**config.mk**
```make
export PLATFORM = sky130hd
export DESIGN_NAME = mcu_debug_responder
export DESIGN_NICKNAME = d
export VERILOG_FILES = /design/src/rtl/mcu_debug_responder.sv
export SDC_FILE = /design/constraint.sdc
export NUM_CORES = 1
export LEC_CHECK = 0
export ABC_AREA = 1
export BUFFER_PORTS_ARGS = -buffer_cell sky130_fd_sc_hd__buf_2
export CORE_MARGIN = 5
export CORE_UTILIZATION = 48
export CTS_BUF_LIST = sky130_fd_sc_hd__clkbuf_16
export DETAILED_ROUTE_END_ITERATION = 8
export PLACE_DENSITY = 0.89
export SETUP_SLACK_MARGIN = 0.4
export SYNTH_ARGS = -nofsm -noshare
export SYNTH_HDL_FRONTEND = slang
export SYNTH_SLANG_ARGS = --single-unit
```
**constraint.sdc**
```tcl
create_clock -name clk -period 4.6 [get_ports clk]
set_input_delay 0.46 -clock clk [delete_from_list [all_inputs] [get_ports clk]]
set_output_delay 0.46 -clock clk [all_outputs]
set_load 0.02 [all_outputs]
```
**src/rtl/mcu_debug_responder.sv**
```systemverilog
// mcu_debug_responder: services debug-controller requests for a small MCU.
// It handles pause/resume, MCU reset pulses, and register-file and memory
// accesses. Current FSM state is visible on dbg_state.
// Optional build macro: DBG_BYTE_EXTRACT_EN. When it is defined, a memory
// read with a one-hot byte enable returns that byte zero-extended.
//
// Handshake: in_valid is a strobe and there is no ready. A request is
// accepted on any rising edge where in_valid=1 and the FSM is in S_RUN or
// S_PAUSED. Otherwise the command bits are ignored. mcu_busy reports when
// a new request would be dropped.
module mcu_debug_responder (
  input  logic        clk,
  input  logic        rst,
  input  logic        in_valid,
  input  logic        pause,
  input  logic        resume,
  input  logic        reset_req,
  input  logic        reg_rd,
  input  logic        reg_wr,
  input  logic        mem_rd,
  input  logic        mem_wr,
  input  logic [3:0]  mem_be,
  input  logic [31:0] addr,
  input  logic [31:0] wdata,
  output logic        mcu_busy,
  output logic [31:0] rdata,
  output logic        rdata_valid,
  output logic        dbg_err,
  input  logic        mcu_ir_boundary,
  output logic        mcu_stall,
  output logic        mcu_rst,
  output logic [4:0]  rf_addr,
  output logic [31:0] rf_wdata,
  output logic        rf_we,
  input  logic [31:0] rf_rdata,
  output logic [31:0] mem_addr,
  output logic [31:0] mem_wdata,
  output logic [3:0]  mem_be_out,
  output logic        mem_re,
  output logic        mem_we,
  input  logic [31:0] mem_rdata,
  output logic [3:0]  dbg_state
);

  typedef enum logic [3:0] {
    S_RUN      = 4'd0,
    S_PAUSING  = 4'd1,
    S_PAUSED   = 4'd2,
    S_RESUMING = 4'd3,
    S_REG_RD   = 4'd4,
    S_REG_WR   = 4'd5,
    S_MEM_RD   = 4'd6,
    S_MEM_DONE = 4'd7,
    S_MEM_WR   = 4'd8
  } state_t;

  state_t      state_q, state_d;
  logic        stall_q, stall_d;
  logic        rst_pulse_q, rst_pulse_d;
  logic        err_q, err_d;
  logic [31:0] addr_q, addr_d;
  logic [31:0] wdata_q, wdata_d;
  logic [3:0]  be_q, be_d;
  logic [31:0] rdata_q, rdata_d;
  logic [31:0] rd_word;
  logic        idle;
  logic        busy_accept;

  assign idle = (state_q == S_RUN) || (state_q == S_PAUSED);

`ifdef DBG_BYTE_EXTRACT_EN
  // Reduce a one-hot byte-enabled memory read to its selected byte.
  always_comb begin
    rd_word = mem_rdata;
    case (be_q)
      4'b0001: rd_word = {24'h0, mem_rdata[7:0]};
      4'b0010: rd_word = {24'h0, mem_rdata[15:8]};
      4'b0100: rd_word = {24'h0, mem_rdata[23:16]};
      4'b1000: rd_word = {24'h0, mem_rdata[31:24]};
      default: rd_word = mem_rdata;
    endcase
  end
`else
  assign rd_word = mem_rdata;
`endif

  // Next-state, request decode and port drive.
  always_comb begin
    state_d     = state_q;
    stall_d     = stall_q;
    rst_pulse_d = 1'b0;
    err_d       = 1'b0;
    addr_d      = addr_q;
    wdata_d     = wdata_q;
    be_d        = be_q;
    rdata_d     = rdata_q;
    busy_accept = 1'b0;
    rdata_valid = 1'b0;
    rf_addr     = 5'd0;
    rf_wdata    = 32'd0;
    rf_we       = 1'b0;
    mem_addr    = 32'd0;
    mem_wdata   = 32'd0;
    mem_be_out  = 4'd0;
    mem_re      = 1'b0;
    mem_we      = 1'b0;
    case (state_q)
      S_RUN, S_PAUSED: begin
        if (in_valid) begin
          // Only the highest-priority command bit is acted on.
          if (reset_req) begin
            rst_pulse_d = 1'b1;
          end else if (pause) begin
            if (state_q == S_RUN) state_d = S_PAUSING;
          end else if (resume) begin
            if (state_q == S_PAUSED) begin
              state_d = S_RESUMING;
              stall_d = 1'b0;
            end
          end else if (reg_wr || reg_rd || mem_wr || mem_rd) begin
            if (state_q == S_RUN) begin
              err_d = 1'b1;
            end else begin
              addr_d  = addr;
              wdata_d = wdata;
              be_d    = mem_be;
              if (reg_wr)      state_d = S_REG_WR;
              else if (reg_rd) state_d = S_REG_RD;
              else if (mem_wr) state_d = S_MEM_WR;
              else             state_d = S_MEM_RD;
            end
          end
          busy_accept = (state_d != state_q);
        end
      end
      S_PAUSING: begin
        if (mcu_ir_boundary) begin
          state_d = S_PAUSED;
          stall_d = 1'b1;
        end
      end
      S_RESUMING: state_d = S_RUN;
      S_REG_RD: begin
        rf_addr     = addr_q[4:0];
        rdata_d     = rf_rdata;
        rdata_valid = 1'b1;
        state_d     = S_PAUSED;
      end
      S_REG_WR: begin
        // Register 0 is hard-wired, so its write strobe is never issued.
        rf_addr  = addr_q[4:0];
        rf_wdata = wdata_q;
        rf_we    = (addr_q[4:0] != 5'd0);
        state_d  = S_PAUSED;
      end
      S_MEM_RD: begin
        mem_re     = 1'b1;
        mem_addr   = {addr_q[31:2], 2'b00};
        mem_be_out = be_q;
        state_d    = S_MEM_DONE;
      end
      S_MEM_DONE: begin
        rdata_d     = rd_word;
        rdata_valid = 1'b1;
        state_d     = S_PAUSED;
      end
      S_MEM_WR: begin
        mem_we     = 1'b1;
        mem_addr   = {addr_q[31:2], 2'b00};
        mem_wdata  = wdata_q;
        mem_be_out = be_q;
        state_d    = S_PAUSED;
      end
      default: state_d = S_RUN;
    endcase
  end

  // State and datapath registers; reset abandons any operation in flight.
  always_ff @(posedge clk or posedge rst) begin
    if (rst) begin
      state_q     <= S_RUN;
      stall_q     <= 1'b0;
      rst_pulse_q <= 1'b0;
      err_q       <= 1'b0;
      addr_q      <= 32'd0;
      wdata_q     <= 32'd0;
      be_q        <= 4'd0;
      rdata_q     <= 32'd0;
    end else begin
      state_q     <= state_d;
      stall_q     <= stall_d;
      rst_pulse_q <= rst_pulse_d;
      err_q       <= err_d;
      addr_q      <= addr_d;
      wdata_q     <= wdata_d;
      be_q        <= be_d;
      rdata_q     <= rdata_d;
    end
  end

  // The read result is visible in the capture cycle itself and held afterwards.
  assign rdata     = rdata_d;
  assign mcu_busy  = !rst && (!idle || busy_accept);
  assign mcu_stall = stall_q;
  assign mcu_rst   = rst_pulse_q;
  assign dbg_err   = err_q;
  assign dbg_state = state_q;

endmodule

```
* Word level (Yosys, flattened, before mapping) *
Cells that the tools add are included.

word-level totals
  register bits = 107
  input bits = 143
  output and inout bits = 149

operators by class
  equality and inequality tests = 14
  muxes and demuxes = 44
  bitwise operators = 4
  reductions and logical operators = 19

operator list
  operator            count
  $mux 32             3
  $pmux 32 s2         1
  $mux 4              15
  $mux 1              22
  $eq 4x3->1 const B  4
  $pmux 4 s4          1
  $reduce_and 7->1    2
  $ne 2x2->1 const B  6
  $reduce_or 2->1     4
  $logic_or 1x1->1    5
  $mux 5              1
  $reduce_bool 5->1   1
  $eq 4x1->1 const B  1
  $eq 4x2->1 const B  1
  $eq 4x4->1 const B  1
  $logic_not 4->1     1
  $ne 4x4->1          1
  $not 1->1           4
  $reduce_or 4->1     1
  $logic_not 1->1     2
  $pmux 1 s2          1
  $reduce_and 2->1    1
  $reduce_bool 2->1   1
  $logic_and 1x1->1   1

* Logic depth before layout (Yosys ltp) *
Gate-level depths: netlist (run 1).

  word-level depth = 15
  mapped depth = 10
  depth with buffers taken out = 10

* Worst setup path after synthesis (run 1) *
No wires, ideal clock.

  path kind = input -> output
  start point = in rst
  end point = out mcu_busy
  arrival time = 3.240 ns
  data required time = 4.140 ns
  setup slack = 0.900 ns
  stages = 3
  cell sequence = inv_1 > nand2_1 > a21oi_1

between the ends
  cells in the longest elaborated chain, start to end = 2

RTL lines
  what               line  source
  from (decl)        13    input logic rst,
  $logic_not 1->1    203   assign mcu_busy = !rst && (!idle || busy_accept);
  $logic_and 1x1->1  203
  to (decl)          25    output logic mcu_busy,

Every way passes these cells.

* Worst setup path in the final report (run 1) *
  start point = reg state_q[3], in the netlist dbg_state[3]
  end point = out rdata[6]

between the ends
  cells in the longest elaborated chain, start to end = 2
  elaborated cells on any way between the ends = 3
  those cells by class = eq/ne (2); mux (1)

RTL lines
  what                    line  source
  from (decl)             57    state_t state_q, state_d;
  from (signal assigned)  190   state_q <= state_d;
  $eq 4x3->1              107   case (state_q)
  $pmux 32 s2 (*)         107
  to (decl)               26    output logic [31:0] rdata,

Mark *: on every way between the ends. The rest lies on a longest branch, timed or not.

==> run metrics, run 1 <==
maximum number of pins on one net before global-route repair around 130; Clock Skews 0.0103 ns; initial antenna violation count 0; I/O Buffers 289; total CTS buffers 9; CP endpoint kind output pin; GRT overflow 0; Final Hold Viols 0; non-filler cells, final 1,085; final setup violation count 0; Die Wd 115 um; DRT Pass-1 Iters 5; post-CTS setup buffer count 0; Setup CP Type reg -> out; first-pass GRT wire length 24,600 um; Die Span Y 115 um; DP Cell Count 1,069; worst hold path class in -> async; WL final 15,700 um; Root Driver clkbuf_16; leading area contributor after synthesis dfrtp_1; Tmin final 3.35 ns; I/O pins 292; placed inst area 6760 sq um; RSZ-0062 raised after global routing no; Post-CTS Hold Fix Bufs 0; Fmax 299 MHz; Die Footprint between 10,000 and 15,000 sq um; Max Cap Violations 0; Fin Setup TNS 0 ns; design area just over 7000 sq um; Initial Utilization 48.8%; DR vias/cell about 5; Power Density 547 nW/um^2; Slew @ Worst Pin 1.01 ns; clk_lat worst skew 0.34 ns; WL/cell 14.5 um; syn_area_per_cell 7.79 sq um; clk buf depth 2; clock sink total 107; Fillers about 900; mapped cell area 5270 sq um; dominant cells by area after synthesis dfrtp_1 51%, nor2_1 13%, nand3_1 9.7%; CTS HTree Levels 3; Final HPWL DP 11,600 um; final hold slack 0.212 ns; flip-flop and latch count after synthesis 107; Synth top area share between 50% and 60%; GRT Util Overall 23.0%; worst slack, placed 1.68 ns; Worst EP arrival 2.89 ns; final total power 3.90 mW; DR DRC count 0; status complete, no violations; post-route ant nets 0; Slew Viols, Final 0; PnR worst setup slack 1.25 ns; Netlist cell types 21; routability cong. just under 0.9; Layout Area Growth over Synthesis 35.4%; maximum vdd drop between 0.2 and 0.3 mV; fin util 66.1%; ant diodes 0; TritonCTS clock tree done; clock transition at the registers of the reported paths 0.08 ns; number of cells produced by synthesis about 680; Final Cycle Share 72.8%; Critical Path Start Type flop; DRT iter0 DRCs ~510; post-synthesis sequential area ratio between 50% and 60%; nets 1,083; Req. time, crit path roughly 4.1 ns; Max-slew headroom 32.8%; Post-CTS Resized 0; vias in the first global route 5,072; share of cells above drive strength 1 37.9%; most common cell after layout, fill and taps aside buf_2; vias 5,426; critical path fanouts, max 44; yosys warns 0; row cnt 38; commonest cells after routing, fill and taps aside 289 x buf_2, 181 x nor2_1, 107 x dfrtp_1; static leakage 4.36 nW; Core ar. 10,800 sq um
worst max-delay path, stage by stage, from the launching register on:
cell	delay, ns
dfrtp_1	0.46
nor2_4	0.45
buf_4	0.47
nand2_1	0.09
nand2_1	0.11
inv_1	0.44
nand2_1	0.21
nand3_1	0.13
buf_2	0.18
area by class of cell:
cell class,count,area (sq um),share of cell area (%)
Clock buffer,9,225,3.16
Clock inverter,7,145,2.04
Inverter,88,333,4.67
Multi-Input combinational cell,439,2070,29.0
Sequential cell,107,2680,37.6
Tap cell,140,175,2.46
Timing Repair Buffer,295,1500,21.1
cells by family after synthesis:
kind of cell | Yosys count | share of synthesized area [%]
flip-flops | 107 | 50.9
AO/OA/AOI/OAI | 79 | 10.4
other | 1 | 0.0712
buffers and inverters | 131 | 10.3
AND/OR/NAND/NOR | 358 | 28.4
worst paths after layout:
| kind | startpoint | endpoint | depth (start not counted) | slack (ns) |
|---|---|---|---|---|
| min | rst | dbg_state[3]$_DFFE_PP0P_ | 2 | 0.21 |
| max | dbg_state[3]$_DFFE_PP0P_ | rdata[6] | 8 | 1.25 |
| max reg2reg | dbg_state[3]$_DFFE_PP0P_ | rdata_q[6]$_DFF_PP0_ | 7 | 2.09 |
| max in group asynchronous | rst | wdata_q[21]$_DFFE_PP0P_ | 3 | 3.25 |
| min in group clk | wdata[27] | wdata_q[27]$_DFFE_PP0P_ | 3 | 0.36 |
| min reg2reg | rdata_q[25]$_DFF_PP0_ | rdata_q[25]$_DFF_PP0_ | 2 | 0.48 |
sequential cells by signal, indices dropped and copies added (netlist names):
name / cells
dbg_err: 1
addr_q: 32
wdata_q: 32
rdata_q: 32
be_q: 4
dbg_state: 4
mcu_stall: 1
mcu_rst: 1
power breakdown:
group / switching (mW) / leakage, nW / total (mW) / internal (mW)
sequential: 0.144 / 1.17 / 1.52 / 1.38
clock: 0.346 / 0.177 / 0.937 / 0.591
combinational: 0.984 / 3.02 / 1.44 / 0.457
total: 1.47 / 4.36 / 3.90 / 2.43
layer usage:
layer | GRT usage [%] | up-vias | part of all wire [%]
met5 | 0 | - | 0
met4 | 7.04 | 0 | 2.6
met3 | 5.11 | 33 | 8.2
met2 | 40.4 | 257 | 51
met1 | 28.2 | 2501 | 39
li1 | - | 2635 | -
cell usage after synthesis:
master / instances
nor2_1: 182
dfrtp_1: 107
nand3_1: 102
inv_1: 86
nand2_1: 64
a21oi_2: 40
a21oi_1: 31
clkbuf_1: 27
o21ai_0: 6
buf_1: 5
buf_6: 5
buf_2: 4
nor3_1: 4
nand4_1: 3
buf_4: 2
inv_2: 2
nor2_2: 2
a31oi_1: 1
conb_1: 1
nand3b_1: 1
o31ai_1: 1
No activity file was read; power rests on OpenSTA's default activity.
==> run 2: changes to the inputs <==
CORE_UTILIZATION = 45   (was 48)
PLACE_DENSITY = 0.84   (was 0.89)
clock period = 3.1 ns   (was 4.6 ns; I/O delays follow)
==> run metrics, run 2 (synthesis results as in run 1) <==
status complete, no violations; I/O pins 292; most common cell after layout, fill and taps aside buf_2; ant diodes 0; Power Density 776 nW/um^2; placed inst area 6780 sq um; Layout Area Growth over Synthesis 34.6%; Max stage delay on crit path between 0.4 and 0.5 ns; PnR worst setup slack 0.594 ns; routability cong. roughly 0.94; Tmin final 2.51 ns; CTS HTree Levels 3; clk_lat worst skew 0.34 ns; DRT iter0 DRCs 347; Fin Setup TNS 0 ns; RSZ-0062 raised after global routing no; worst path cell trace nor2_4, buf_8, nand2_1, nand2_1, inv_2, nor2_1, buf_2; maximum number of pins on one net before global-route repair ~140; footprint of the multi-input gates just over 2000 sq um; commonest cells after routing, fill and taps aside 289 x buf_2, 181 x nor2_1, 107 x dfrtp_1; Fillers 1,033; Final Hold Viols 0; top flop regs addr_q (32), rdata_q (32), wdata_q (32); Slew Viols, Final 0; WL final 15,400 um; Max-slew headroom 57.7%; GRT overflow 0; DRT Pass-1 Iters 5; critical path fanouts, max 65; initial antenna violation count 0; GRT Util Overall 20.8%; clock transition at the registers of the reported paths 0.06 ns; Die Wd 118 um; Core ar. approximately 11,000 sq um; WL/cell ~14 um; worst slack, placed 0.782 ns; Max Cap Violations 0; most frequent CP cell nand2_1; post-route ant nets 0; Req. time, crit path between 2 and 3 ns; Worst EP arrival 2.20 ns; final setup violation count 0; clk buf depth 2; row cnt 39; DR vias/cell 4.86; Setup CP Type reg -> out; vias in the first global route 4,951; total CTS buffers 9; Initial Utilization 45.9%; final total power 5.50 mW; maximum vdd drop 0.485 mV; static leakage 4.33 nW; Clock Skews 0.00445 ns; Die Span Y 118 um; Final Cycle Share 80.8%; DR DRC count 0; Slew @ Worst Pin 0.634 ns; CP endpoint kind output pin; Die Footprint 14,000 sq um; Root Driver clkbuf_16; TritonCTS clock tree done; FF/Latch Area 2680 sq um; Critical Path Start Type flop; R2R cell count 7; Final HPWL DP 11,400 um; first-pass GRT wire length approximately 24,000 um; nets 1,085; CP max stage cell dfrtp_1; clock sink total approximately 110; design area 7090 sq um; worst hold path class in -> async; Fmax 399 MHz; vias roughly 5,300; share of cells above drive strength 1 37.7%; I/O Buffers 289
==> run 2: cell count changes in the layout (fill, tap and decap cells not counted), sizes merged <==
cell      delta
clkinv       +4
inv          -4
bufinv       -3
clkinvlp     +3
buf          +1
==> run 2: area by class of cell <==
type | instances | share of cell area [%]
Clock inverter | 6 | 0.812
Clock buffer | 9 | 3.18
Timing Repair Buffer | 296 | 21.7
Inverter | 88 | 4.77
Multi-Input combinational cell | 439 | 29.2
Timing Repair inverter | 1 | 0.106
Sequential cell | 107 | 37.8
Tap cell | 143 | 2.52
==> run 2: what timing repair did <==
item                       CTS  global route
pin swaps                    0             0
resized for setup            1             5
buffers inserted             0             0
setup endpoints to repair    3            66
hold buffers                 0             0
cloned                       0             1
==> run 2: final timing paths <==
check / slack, ns / startpoint / end
setup / recovery: 0.59 / dbg_state[3]$_DFFE_PP0P_ / mem_addr[3]
hold / removal: 0.16 / rst / rdata_q[15]$_DFF_PP0_
setup reg to reg: 1.18 / dbg_state[3]$_DFFE_PP0P_ / wdata_q[19]$_DFFE_PP0P_
hold reg to reg: 0.48 / rdata_q[26]$_DFF_PP0_ / rdata_q[26]$_DFF_PP0_
max in group asynchronous: 2.51 / rst / addr_q[28]$_DFFE_PP0P_
min in group clk: 0.20 / wdata[29] / wdata_q[29]$_DFFE_PP0P_
==> run 2: worst max-delay path: cells and delay by family, from the launching register on <==
kind	cells	cell delay [ns]
and+or+nand+nor	4	0.66
buffers and inverters	3	0.72
DFF	1	0.46
==> run 2: metrics by stage <==
step	util (%)	instances	hold WS, ns
after global routing	61.8	1089	0.192
after global placement	59.2	1073	0.459
final	61.8	1089	0.161
after floorplan	-	677	0.423
after detailed placement	59.2	1073	0.462
after CTS	61.7	1088	0.186
==> run 2: metal layers <==
layer	share of wire (%)	wire (um)	vias to the layer above	GRT usage [%]
li1	-	-	2637	-
met1	39	6060	2402	25.3
met2	50	7710	216	35.4
met3	7.8	1210	34	6.02
met4	2.6	405	0	7.38
met5	0	0	-	0
==> run 2: power breakdown <==
part           total, mW  switching [mW]  internal [mW]
Clock               1.09           0.476          0.615
Sequential          2.25           0.202           2.05
Combinational       2.16            1.47          0.688
==> run 3: changes to the inputs <==
clock period = 2.6 ns   (was 3.1 ns; I/O delays follow)
==> run metrics, run 3 (synthesis results as in run 1) <==
Clock Power Share 17.7%; Clock Skews approximately 0.0074 ns; reg2reg setup slack 0.67 ns; most common cell after layout, fill and taps aside buf_2; FF-to-FF End wdata_q[2]$_DFFE_PP0P_; WL/cell 14.9 um; final total power 6.75 mW; Worst EP arrival ~1.9 ns; Layout Area Growth over Synthesis 40.3%; Critical path origin dbg_state[3]$_DFFE_PP0P_; most frequent CP cell nor2_4; maximum number of pins on one net before global-route repair 108; I/O Buffers about 290; Fmax 457 MHz; worst path cell trace nor2_4, nand2_4, nor2_4, clkinvlp_4, buf_12, nor2_1, buf_4; GRT busiest layer met2; top flop regs addr_q (32), rdata_q (32), wdata_q (32); post-route ant nets 0; static leakage 4.44 nW; RSZ-0062 raised after global routing yes; vias about 5,400; CP endpoint kind output pin; initial antenna violation count 0; Fillers 1,010; Reg power frac 39.7%; P_sw 2.66 mW; final setup violation count 0; GR Util met2 38.5%; Slew Viols, Final 0; routability cong. roughly 0.89; DRT iter0 DRCs 297; worst setup path end rf_wdata[25]; Max Cap Violations 0; Setup CP Type reg -> out; Fin Setup TNS 0 ns; clk buf depth 2; Core ar. 11,500 sq um; TritonCTS clock tree done; status complete, no violations; DRT Pass-1 Iters 5; Req. time, crit path 2.34 ns; Final Cycle Share 84.1%; met3 Track Usage GR 3.82%; CP max stage cell dfrtp_2; Reg-to-Reg Start dbg_state[1]$_DFFE_PP0P_; GRT overflow 0; Initial Utilization 45.9%; design area about 7400 sq um; net switching fraction of the power around 39%; clock sink total 107; ant diodes 0; clk_lat worst skew 0.34 ns; maximum vdd drop around 0.47 mV; clock transition at the registers of the reported paths 0.06 ns; combinational fraction of design power 42.5%; Critical Path Start Type flop; DR DRC count 0; Power Density ~900 nW/um^2; critical path fanouts, max 16; Max-slew headroom 40.6%; R2R cell count 8; WL final 16,500 um; worst hold path class in -> async; Die Wd 118 um; GR Util met1 28.0%; vias in the first global route 5,102; DR vias/cell 4.92; Int Power 4.09 mW; share of cells above drive strength 1 41.3%; Tmin final 2.19 ns; total CTS buffers 9; Root Driver clkbuf_16; CTS HTree Levels 3; first-pass GRT wire length 25,400 um; placed inst area 6770 sq um; GRT Util Overall 22.1%; row cnt 39; I/O pins 292; Max stage delay on crit path 0.46 ns; commonest cells after routing, fill and taps aside 265 x buf_2, 167 x nor2_1, 104 x dfrtp_1; Slew @ Worst Pin slightly below 0.9 ns; nets 1,102; Final HPWL DP about 12,000 um; Die Span Y around 120 um; Final Hold Viols 0; Die Footprint 14,000 sq um
run 3: changes by cell type in the layout (fill, tap and decap cells not counted), sizes merged:
cell | previous run | this run
bufinv | 1 | 0
clkinv | 4 | 2
inv | 86 | 88
clkinvlp | 4 | 6
bufbuf | 0 | 1
buf | 296 | 310
dlymetal6s2s | 0 | 1
run 3: critical path, delay by kind of cell (launching register included):
family,cells,cell delay [ns]
DFF,1,0.46
and+or+nand+nor,4,0.67
buffers and inverters,3,0.46
run 3: area by class of cell:
| type | instances | area (sq um) | share of cell area, % |
|---|---|---|---|
| well taps | 143 | 179 | 2.42 |
| multi-input cells | 439 | 2150 | 29.1 |
| inverters | 88 | 349 | 4.73 |
| repair inverters | 2 | 15.0 | 0.203 |
| clock inverters | 6 | 27.5 | 0.373 |
| flip-flops and latches | 107 | 2680 | 36.3 |
| clock buffers | 9 | 225 | 3.05 |
| repair buffers | 312 | 1760 | 23.9 |
run 3: per-stage QoR:
stage	hold slack [ns]	utilization [%]	worst slack, ns	std cells
2_1_floorplan	0.373	-	0.260	677
3_3_place_gp	0.459	59.1	0.432	1073
3_5_place_dp	0.463	59.1	0.412	1073
4_1_cts	0.153	62.9	0.405	1100
5_1_grt	0.157	64.4	0.364	1106
6_report	0.128	64.4	0.414	1106
run 3: how the worst min path moves through the flow:
| stage | from | endpoint | slack, ns | depth (start not counted) |
|---|---|---|---|---|
| after floorplan | reset_req | mcu_rst$_DFF_PP0_ | 0.37 | 2 |
| after detailed placement | rdata_q[11]$_DFF_PP0_ | rdata_q[11]$_DFF_PP0_ | 0.46 | 2 |
| after global placement | rdata_q[29]$_DFF_PP0_ | rdata_q[29]$_DFF_PP0_ | 0.46 | 2 |
| after global routing | wdata[25] | wdata_q[25]$_DFFE_PP0P_ | 0.16 | 3 |
| final | rst | mcu_stall$_DFFE_PP0P_ | 0.13 | 3 |
| after CTS | addr[2] | addr_q[2]$_DFFE_PP0P_ | 0.15 | 3 |
run 3: per-layer routing:
layer / vias to the layer above / part of all wire (%)
met5: - / 0
met4: 0 / 1.8
li1: 2673 / -
met1: 2524 / 40
met3: 24 / 7.5
met2: 226 / 51
run 3: repair_timing:
| action | CTS | global route |
|---|---|---|
| endpoints found under the hold margin | 0 | 0 |
| pin swaps | 4 | 5 |
| endpoints found under the setup margin | 132 | 91 |
| hold buffers | 0 | 0 |
| buffers inserted | 9 | 6 |
| cloned | 3 | 0 |
| gates resized for setup | 20 | 48 |
run 3: power groups by stage:
| stage | logic [mW] | clock network (mW) | registers, mW |
|---|---|---|---|
| after CTS | 2.76 | 1.22 | 2.69 |
| final | 2.87 | 1.20 | 2.68 |
| after global routing | 3.14 | 1.29 | 2.76 |
| after global placement | 2.51 | 0 | 2.67 |
| after floorplan | 1.76 | 0 | 2.67 |
| after detailed placement | 2.57 | 0 | 2.71 |
